[src/rtl/alu_pkg.sv]
// alu_pkg: shared widths, opcode names and scheduler state encoding for the ALU arbiter
package alu_pkg;
  localparam int CMD_W = 12;
  localparam int DATA_W = 32;
  typedef enum logic [2:0] {
    OP_ADD = 3'b000,
    OP_SUB = 3'b001,
    OP_AND = 3'b010,
    OP_OR  = 3'b011,
    OP_XOR = 3'b100,
    OP_LD  = 3'b101,
    OP_ST  = 3'b110,
    OP_CAS = 3'b111
  } op_t;
  typedef enum logic [1:0] {IDLE, ISSUE, WAIT, RESP} sched_state_t;
  function automatic logic [2:0] wrap_inc(input logic [2:0] v, input int n);
    return (int'(v) == n - 1) ? 3'd0 : v + 3'd1;
  endfunction
endpackage

[src/rtl/rr_pick.sv]
// rr_pick: rotating-priority encoder, picks the requester closest at or above ptr (mod N)
module rr_pick #(
  parameter int N = 4
) (
  input  logic [N-1:0] req,
  input  logic [2:0]   ptr,
  output logic         valid,
  output logic [2:0]   idx
);
  always_comb begin
    int best, d;
    valid = 1'b0;
    idx = '0;
    best = N;
    for (int j = 0; j < N; j++) begin
      d = (j >= int'(ptr)) ? j - int'(ptr) : j + N - int'(ptr);
      if (req[j] && d < best) begin
        best = d;
        idx = 3'(j);
        valid = 1'b1;
      end
    end
  end
endmodule

[src/rtl/alu_rr_scheduler.sv]
// alu_rr_scheduler: round-robin sharing of one ALU controller among N_REQ requesters with optional grant lock.
// Define ALU_ARB_TIMEOUT_EN to abort a WAIT that exceeds TIMEOUT cycles with rsp_err.
module alu_rr_scheduler
  import alu_pkg::*;
#(
  parameter int N_REQ   = 4,
  parameter int CMD_W   = alu_pkg::CMD_W,
  parameter int DATA_W  = alu_pkg::DATA_W,
  parameter int TIMEOUT = 64
) (
  input  logic                   clk,
  input  logic                   rst,
  input  logic [N_REQ-1:0]       req,
  input  logic [N_REQ-1:0]       lock,
  input  logic [N_REQ*CMD_W-1:0] cmd,
  output logic [N_REQ-1:0]       ack,
  output logic [DATA_W-1:0]      rsp_data,
  output logic                   rsp_z,
  output logic                   rsp_err,
  output logic [2:0]             gnt_id,
  output logic [CMD_W-1:0]       alu_cmd,
  output logic                   alu_syscall,
  input  logic                   alu_done,
  input  logic [DATA_W-1:0]      alu_y,
  input  logic                   alu_z
);
  sched_state_t state;
  logic [2:0] ptr, pick_idx, nxt;
  logic locked, pick_valid, own, go;
  logic [7:0] req_x, lock_x;
  logic [CMD_W-1:0] cmd_a [8];
  rr_pick #(.N(N_REQ)) u_pick (.req(req), .ptr(ptr), .valid(pick_valid), .idx(pick_idx));
  always_comb begin
    for (int i = 0; i < 8; i++) cmd_a[i] = '0;
    for (int i = 0; i < N_REQ; i++) cmd_a[i] = cmd[i*CMD_W +: CMD_W];
    req_x = 8'(req);
    lock_x = 8'(lock);
    own = locked && req_x[gnt_id];
    go = own || (!locked && pick_valid) || (locked && !own && pick_valid);
    nxt = own ? gnt_id : pick_idx;
  end
`ifdef ALU_ARB_TIMEOUT_EN
  logic [$clog2(TIMEOUT+1)-1:0] cnt;
`else
  assign rsp_err = 1'b0;
`endif
  always_ff @(posedge clk) begin
    if (rst) begin
      state <= IDLE;
      ptr <= '0;
      locked <= 1'b0;
      ack <= '0;
      alu_syscall <= 1'b0;
      alu_cmd <= '0;
      rsp_data <= '0;
      rsp_z <= 1'b0;
      gnt_id <= '0;
`ifdef ALU_ARB_TIMEOUT_EN
      rsp_err <= 1'b0;
      cnt <= '0;
`endif
    end else begin
      ack <= '0;
      alu_syscall <= 1'b0;
      case (state)
        IDLE: begin
          if (!own) locked <= 1'b0;
          if (go) begin
            gnt_id <= nxt;
            alu_cmd <= cmd_a[nxt];
            alu_syscall <= 1'b1;
            state <= ISSUE;
          end
        end
        ISSUE: begin
          state <= WAIT;
`ifdef ALU_ARB_TIMEOUT_EN
          cnt <= '0;
`endif
        end
        WAIT: begin
          if (alu_done) begin
            rsp_data <= alu_y;
            rsp_z <= alu_z;
            ack <= N_REQ'(1) << gnt_id;
            state <= RESP;
`ifdef ALU_ARB_TIMEOUT_EN
            rsp_err <= 1'b0;
          end else if (int'(cnt) == TIMEOUT - 1) begin
            rsp_data <= '0;
            rsp_z <= 1'b0;
            rsp_err <= 1'b1;
            ack <= N_REQ'(1) << gnt_id;
            state <= RESP;
          end else begin
            cnt <= cnt + 1'b1;
`endif
          end
        end
        default: begin
          ptr <= wrap_inc(gnt_id, N_REQ);
`ifdef ALU_ARB_TIMEOUT_EN
          locked <= lock_x[gnt_id] && !rsp_err;
`else
          locked <= lock_x[gnt_id];
`endif
          state <= IDLE;
        end
      endcase
    end
  end
endmodule
[config.mk]
export PLATFORM = sky130hd
export DESIGN_NAME = alu_rr_scheduler
export DESIGN_NICKNAME = d
export VERILOG_FILES = /design/src/rtl/alu_pkg.sv /design/src/rtl/rr_pick.sv /design/src/rtl/alu_rr_scheduler.sv
export SDC_FILE = /design/constraint.sdc
export NUM_CORES = 1
export LEC_CHECK = 0
export CAP_MARGIN = 30
export CORE_ASPECT_RATIO = 1.1
export CORE_MARGIN = 2
export CORE_UTILIZATION = 45
export CTS_CLUSTER_DIAMETER = 30
export DETAILED_ROUTE_END_ITERATION = 8
export DONT_BUFFER_PORTS = 1
export PLACE_DENSITY = 0.66
export SETUP_SLACK_MARGIN = 0.02
export SYNTH_ARGS = -nofsm -noshare
export SYNTH_HDL_FRONTEND = slang
export SYNTH_SLANG_ARGS = --single-unit
[constraint.sdc]
create_clock -name clk -period 6.9 [get_ports clk]
set_input_delay 1.38 -clock clk [delete_from_list [all_inputs] [get_ports clk]]
set_output_delay 1.38 -clock clk [all_outputs]
set_load 0.02 [all_outputs]
Yosys cells after proc, flatten, opt, wreduce, memory -nomap -nowiden
Index checks and enable logic that the tools add are counted.

word-level totals
  flip-flop bits (word level) = 59
  input bits = 92
  output and inout bits = 54
  logic and storage cells = 90

operators by class
  $add $sub $neg = 9
  order comparisons = 10
  equality and inequality tests = 6
  shift-type cells = 1
  multiplexer cells = 29
  bitwise logic cells = 5
  reduce and logical (&&, ||, !) cells = 21

operators by type and width
  operator                                                           number
  2-to-1 mux 32 bit                                                  7
  less-than comparator 32 bit                                        3
  binary-select mux 12 bit (select 3 bit)                            1
  less-than comparator 32 x 4 -> 1 bit (second input constant)       1
  2-to-1 mux 12 bit                                                  2
  subtractor 3 x 3 -> 4 bit (first input constant)                   4
  2-to-1 mux 1 bit                                                   9
  logical AND 1 bit                                                  8
  2-to-1 mux 2 bit                                                   4
  AND reduction 2 bit                                                4
  subtractor 1 x 3 -> 4 bit (first input constant)                   2
  subtractor 2 x 3 -> 4 bit (first input constant)                   2
  binary-select mux 1 bit (select 3 bit)                             2
  greater-or-equal comparator 1 x 3 -> 1 bit (first input constant)  2
  greater-or-equal comparator 2 x 3 -> 1 bit (first input constant)  2
  2-to-1 mux 3 bit                                                   2
  != test 2 bit (second input constant)                              3
  case mux 2 bit (3 select lines)                                    1
  OR reduction 3 bit                                                 2
  greater-or-equal comparator 4 bit (second input constant)          1
  less-than comparator 3 x 4 -> 1 bit (second input constant)        1
  inverter 1 bit                                                     4
  inverter 3 -> 4 bit                                                1
  OR reduction 2 bit                                                 2
  other kinds (9)                                                    11

Logic depth before layout (Yosys ltp)
  word-level depth = 19
  gate-level depth with buffers = 25
  mapped depth without buffers = 24

Hierarchy
From an unflattened synthesis, not the netlist that was laid out.

second synthesis, totals
  cells, all modules = 391
  area, all modules = 3313.2 um^2

by module, submodules not included
  module            times used  cells each  area an instance (um^2)  sequential area each (um^2)
  alu_rr_scheduler  1           307         2605.0                   1181.1
  rr_pick           1           84          708.2                    0.0

Worst setup path before layout
Ideal clock, no wire load.

  path kind = input-to-reg
  from = input req[0]
  to = register alu_cmd[11]
  setup time = 0.128 ns
  arrival = 5.551 ns
  data required time = 6.772 ns
  slack = 1.221 ns
  stages on the path = 22
  path buffers = 2
  path through = clkbuf_2 o221ai_1 ha_1 nand3b_1 a2111o_1 nand3_2 a21oi_1 ha_1 nor3b_1 a21o_1 o211ai_4 nand2_1 o21ai_0 ha_1 nor3_1 nand3_1 a2111oi_2 o31ai_2 a31oi_4 buf_4 mux2i_1 o221ai_2

between the ends
  cells in the longest elaborated chain, start to end = 16
  elaborated cells between the ends (all ways) = 32
  those cells by class = order compare: 3; mux: 16; bitwise: 1; reduce/logical: 12

ends and longest elaborated chain
  element                                                line                    text
  start, declared                                        alu_rr_scheduler.sv:13  input logic [N_REQ-1:0] req,
  logical AND 1 bit                                      rr_pick.sv:17           if (req[j] && d < best) begin
  2-to-1 mux 32 bit                                      rr_pick.sv:17
  less-than comparator 32 bit                            rr_pick.sv:17
  logical AND 1 bit                                      rr_pick.sv:17
  2-to-1 mux 32 bit                                      rr_pick.sv:17
  less-than comparator 32 bit                            rr_pick.sv:17
  logical AND 1 bit                                      rr_pick.sv:17
  2-to-1 mux 32 bit                                      rr_pick.sv:17
  less-than comparator 32 bit                            rr_pick.sv:17
  logical AND 1 bit                                      rr_pick.sv:17
  2-to-1 mux 2 bit                                       rr_pick.sv:17
  2-to-1 mux 3 bit                                       alu_rr_scheduler.sv:40  nxt = own ? gnt_id : pick_idx;
  inverter 3 -> 4 bit (implied by the code)              alu_rr_scheduler.sv:70  alu_cmd <= cmd_a[nxt];
  binary-select mux 12 bit (select 3 bit)                alu_rr_scheduler.sv:70
  2-to-1 mux 12 bit (implied by the code) (2 in series)  alu_rr_scheduler.sv:70
  end signal, assigned                                   alu_rr_scheduler.sv:70
  end, declared                                          alu_rr_scheduler.sv:21  output logic [CMD_W-1:0] alu_cmd,

Several ways; a longest one is shown, not always the timed one. The select of a mux whose other input is x is not followed.
A chain may end at the register's enable or synchronous reset.

Worst setup path in the final report
  from = register ptr[1]
  to = register alu_cmd[2]

between the ends
  cells in the longest elaborated chain, start to end = 19
  elaborated cells between the ends (all ways) = 44
  those cells by class = add/sub: 8; order compare: 8; mux: 18; bitwise: 1; reduce/logical: 9

ends and longest elaborated chain
  element                                                line                     text
  start, declared                                        alu_rr_scheduler.sv:28   logic [2:0] ptr, pick_idx, nxt;
  start signal, assigned                                 alu_rr_scheduler.sv:101  ptr <= wrap_inc(gnt_id, N_REQ);
  subtractor 3 x 3 -> 4 bit (tied with other cells)      rr_pick.sv:16            d = (j >= int'(ptr)) ? j - int'(ptr) : j + N - int'(ptr);
  2-to-1 mux 32 bit                                      rr_pick.sv:16
  less-than comparator 32 x 4 -> 1 bit                   rr_pick.sv:17
  logical AND 1 bit                                      rr_pick.sv:17
  2-to-1 mux 32 bit                                      rr_pick.sv:17
  less-than comparator 32 bit                            rr_pick.sv:17
  logical AND 1 bit                                      rr_pick.sv:17
  2-to-1 mux 32 bit                                      rr_pick.sv:17
  [2 not listed]                                         -
  2-to-1 mux 32 bit                                      rr_pick.sv:17
  less-than comparator 32 bit                            rr_pick.sv:17
  logical AND 1 bit                                      rr_pick.sv:17
  2-to-1 mux 2 bit                                       rr_pick.sv:17
  2-to-1 mux 3 bit                                       alu_rr_scheduler.sv:40
  inverter 3 -> 4 bit (implied by the code)              alu_rr_scheduler.sv:70
  binary-select mux 12 bit (select 3 bit)                alu_rr_scheduler.sv:70
  2-to-1 mux 12 bit (implied by the code) (2 in series)  alu_rr_scheduler.sv:70

Several ways; a longest one is shown, not always the timed one. The select of a mux whose other input is x is not followed.

==> impl_metrics.tcl <==
set metrics [dict create \
    synth-compound-area-share_pct 19.6 \
    crit_required_ns 7.15 \
    ir_drop_uv 185 \
    hold_path_depth 2 \
    cap_viol_max_count 0 \
    totalWireLength_um 7140 \
    grt_max_degree 48 \
    synth_top_family_by_area "compound AO/OA/AOI/OAI gates" \
    drc 0 \
    critical_path_class "register to register" \
    n_antenna_cell 0 \
    drv_slew 0 \
    ys_ff_latch 59 \
    grt_usage_pct 18.0 \
    final_cell_mix "nand2_1, dfxtp_1, a21oi_1" \
    timing.rr.end "alu_cmd[2]" \
    async_reset_ff_share_pct 0 \
    fin_setup_tns_ns 0 \
    synth_area_um2 3230 \
    dieArea_um2 7870 \
    syn_to_final_growth_pct 7.83 \
    final_common_cell "nand2_1" \
    postSynthCellCount 370 \
    io_buffers 0 \
    worstSetupStartpoint "ptr[1]" \
    viasPerCell 5.71 \
    setup-violations-final 0 \
    period_needed_ns 5.87 \
    grt_pass1_wl_um 11400 \
    rr_worst_depth 24 \
    crit_fanout 12 \
    synth_cell_types 54 \
    grt_pass1_vias 2450 \
    crit_slowest_cell "or3b_1" \
    hold_path_class "register to register" \
    startpoint_type "register" \
    arrival_ns 6.11 \
    clock-skew-final_ns 0.00963 \
    wl_per_cell_um 15.7 \
    cts_sinks 59 \
    outcome "finished, final reports clean" \
    power.density_nw_per_um2 369 \
    synthSimpleGateAreaFrac_pct 18.5 \
    core_area_um2 6970 \
    cts_tree "built" \
    ys_seq_area_share_pct 36.6 \
    h-tree-depth 3 \
    min_to "state[0]" \
    post-cts-setup-buffers 0 \
    ys.flop_type "dfxtp_1" \
    ios 146 \
    layout.nets 477 \
    grt.overflow.total 0 \
    place.gp.congestion 0.860 \
    hpwlAfterDp_um 5430 \
    clk_latency_ns 0.33 \
    antenna_found_initial 0 \
    cp-end-kind "register" \
    start_util_pct 46.3 \
    rows 32 \
    rr_startpoint "ptr[1]" \
    hold_viol 0 \
    synth_area_per_cell_um2 8.72 \
    antenna_left 0 \
    drive_above_1_share_pct 11.4 \
    die_y_um 92.8 \
    dr.first_iter.drc_count 59 \
    fin_crit_sh_pct 85.0 \
    clk_pin_slew_worst_paths_ns 0.06 \
    synth_xor_area_share_pct 0.775 \
    relSlewSlack_pct 55.5 \
    fin_util_pct 50.0 \
    num_vias 2598 \
    die_w_um 84.8 \
    tightest_slew_ns 0.667 \
    critical_path.cell_chain "inv_1, ha_1, mux2i_1, o221ai_1, ha_1, nand3b_1, a2111o_1, nand3_2, nor2_1, a21oi_1, ha_1, nor3b_1, a21o_1, o211ai_4, nand2_1, o21ai_0, ha_1, nor3_1, nand3_1, a2111oi_2, o31ai_2, a31oi_1, or3b_1, o221ai_1" \
    timing.fmax_mhz 170 \
    leakage_nw 1.32 \
    worst_path_most_repeated_cell "ha_1" \
    synth_edf_count 0 \
    cts-root-buf "clkbuf_8" \
    path_buf_inv 1 \
    min_from "state[0]" \
    rsz0062_at_grt "false" \
    cts_max_path_buffers 2 \
    muxShareOfSynthArea_pct 11.7 \
    rrSetupSlack_ns 1.03 \
    synthAdderAreaFrac_pct 7.75 \
    synth_warnings 0 \
    critPathTopFamily "compound AO/OA/AOI/OAI gates" \
    slowest_delay_ns 0.63 \
    postCtsHoldBufs 0 \
    first_pass_iters 4 \
    numCtsBuffers 9 \
    cts_resized 0 \
]
-- per-layer routing --
metal	wire [um]	vias up	GRT usage [%]
li1	-	1289	-
met1	2800	1198	19.4
met2	3580	91	31.4
met3	554	20	6.15
met4	208	0	8.60
met5	0	-	0
-- power by group --
part / switching [W] / internal [W]
Clock: 0.000128 / 0.000175
Combinational: 0.000232 / 0.000201
Sequential: 0.000139 / 0.000410
Total: 0.000499 / 0.000785
-- how the worst max path moves through the flow --
stage | to | slack [ns] | depth (start not counted)
after floorplan | alu_cmd[11] | 1.22 | 22
after global placement | alu_cmd[2] | 1.04 | 20
after detailed placement | alu_cmd[2] | 0.81 | 21
after CTS | alu_cmd[2] | 1.0 | 24
after global routing | alu_cmd[1] | 0.52 | 24
final | alu_cmd[2] | 1.03 | 24
-- cell type report --
type,count,area [um2]
timing repair buffer,4,57.6
multi-input combinational,278,1890
clock inverter,5,52.6
fill,659,3490
clock buffer,11,141
inverter,13,48.8
tap,85,106
sequential,59,1180
-- sequential cells by signal, summed over array words and instances (netlist names) --
signal and cells:
state 2, gnt_id 3, alu_syscall 1, ptr 3, alu_cmd 12, rsp_z 1, rsp_data 32, ack 4
locked 1
-- stage by stage --
step | total power [W] | setup slack, ns | cells | area, um2 | hold slack (ns)
after floorplan | 0.000918 | 1.22 | 372 | 3240 | 0.486
after CTS | 0.00130 | 0.999 | 455 | 3480 | 0.544
after global routing | 0.00138 | 0.519 | 455 | 3480 | 0.572
after detailed placement | 0.000996 | 0.814 | 439 | 3290 | 0.528
final | 0.00128 | 1.03 | 455 | 3480 | 0.540
after global placement | 0.000971 | 1.04 | 437 | 3240 | 0.514
-- logic make-up after synthesis --
group                    count (synthesis)
other                                    1
buffers and inverters                   35
multiplexers                            35
XOR/XNOR                                 2
AO/OA/AOI/OAI                           83
flip-flops                              59
adder cells (fa/ha/maj)                 20
AND/OR/NAND/NOR                        135
-- tightest hold or removal path, delay by kind of cell (launching register included) --
kind	cells	cell delay [ns]
simple gates	1	0.07
flops	1	0.35
mux	1	0.08
-- Yosys cell counts, types with 2 or more instances --
master      n  share of area, %
buf_4       3              0.70
mux4_2      2               1.4
dfxtp_1    59                37
nor3b_1     2              0.46
buf_6       2              0.70
and2_1      2              0.39
a2111oi_2   3               1.4
buf_2       2              0.31
nand2_1    89                10
o221ai_2    8               3.7
mux2_2      2              0.70
o221ai_1    5               1.4
ha_1       20               7.8
clkbuf_1   13               1.5
nand3b_1    2              0.46
inv_1      13               1.5
o21ai_0     5              0.78
nor2b_1     4              0.78
nor3_1      5              0.78
o22ai_1     2              0.39
nand3_1     4              0.62
nor2_1     17               2.0
a21oi_1    43               6.7
a31oi_1     3              0.58
mux2i_1    31               9.6
Note: power is estimated with default switching activity, not from simulation.
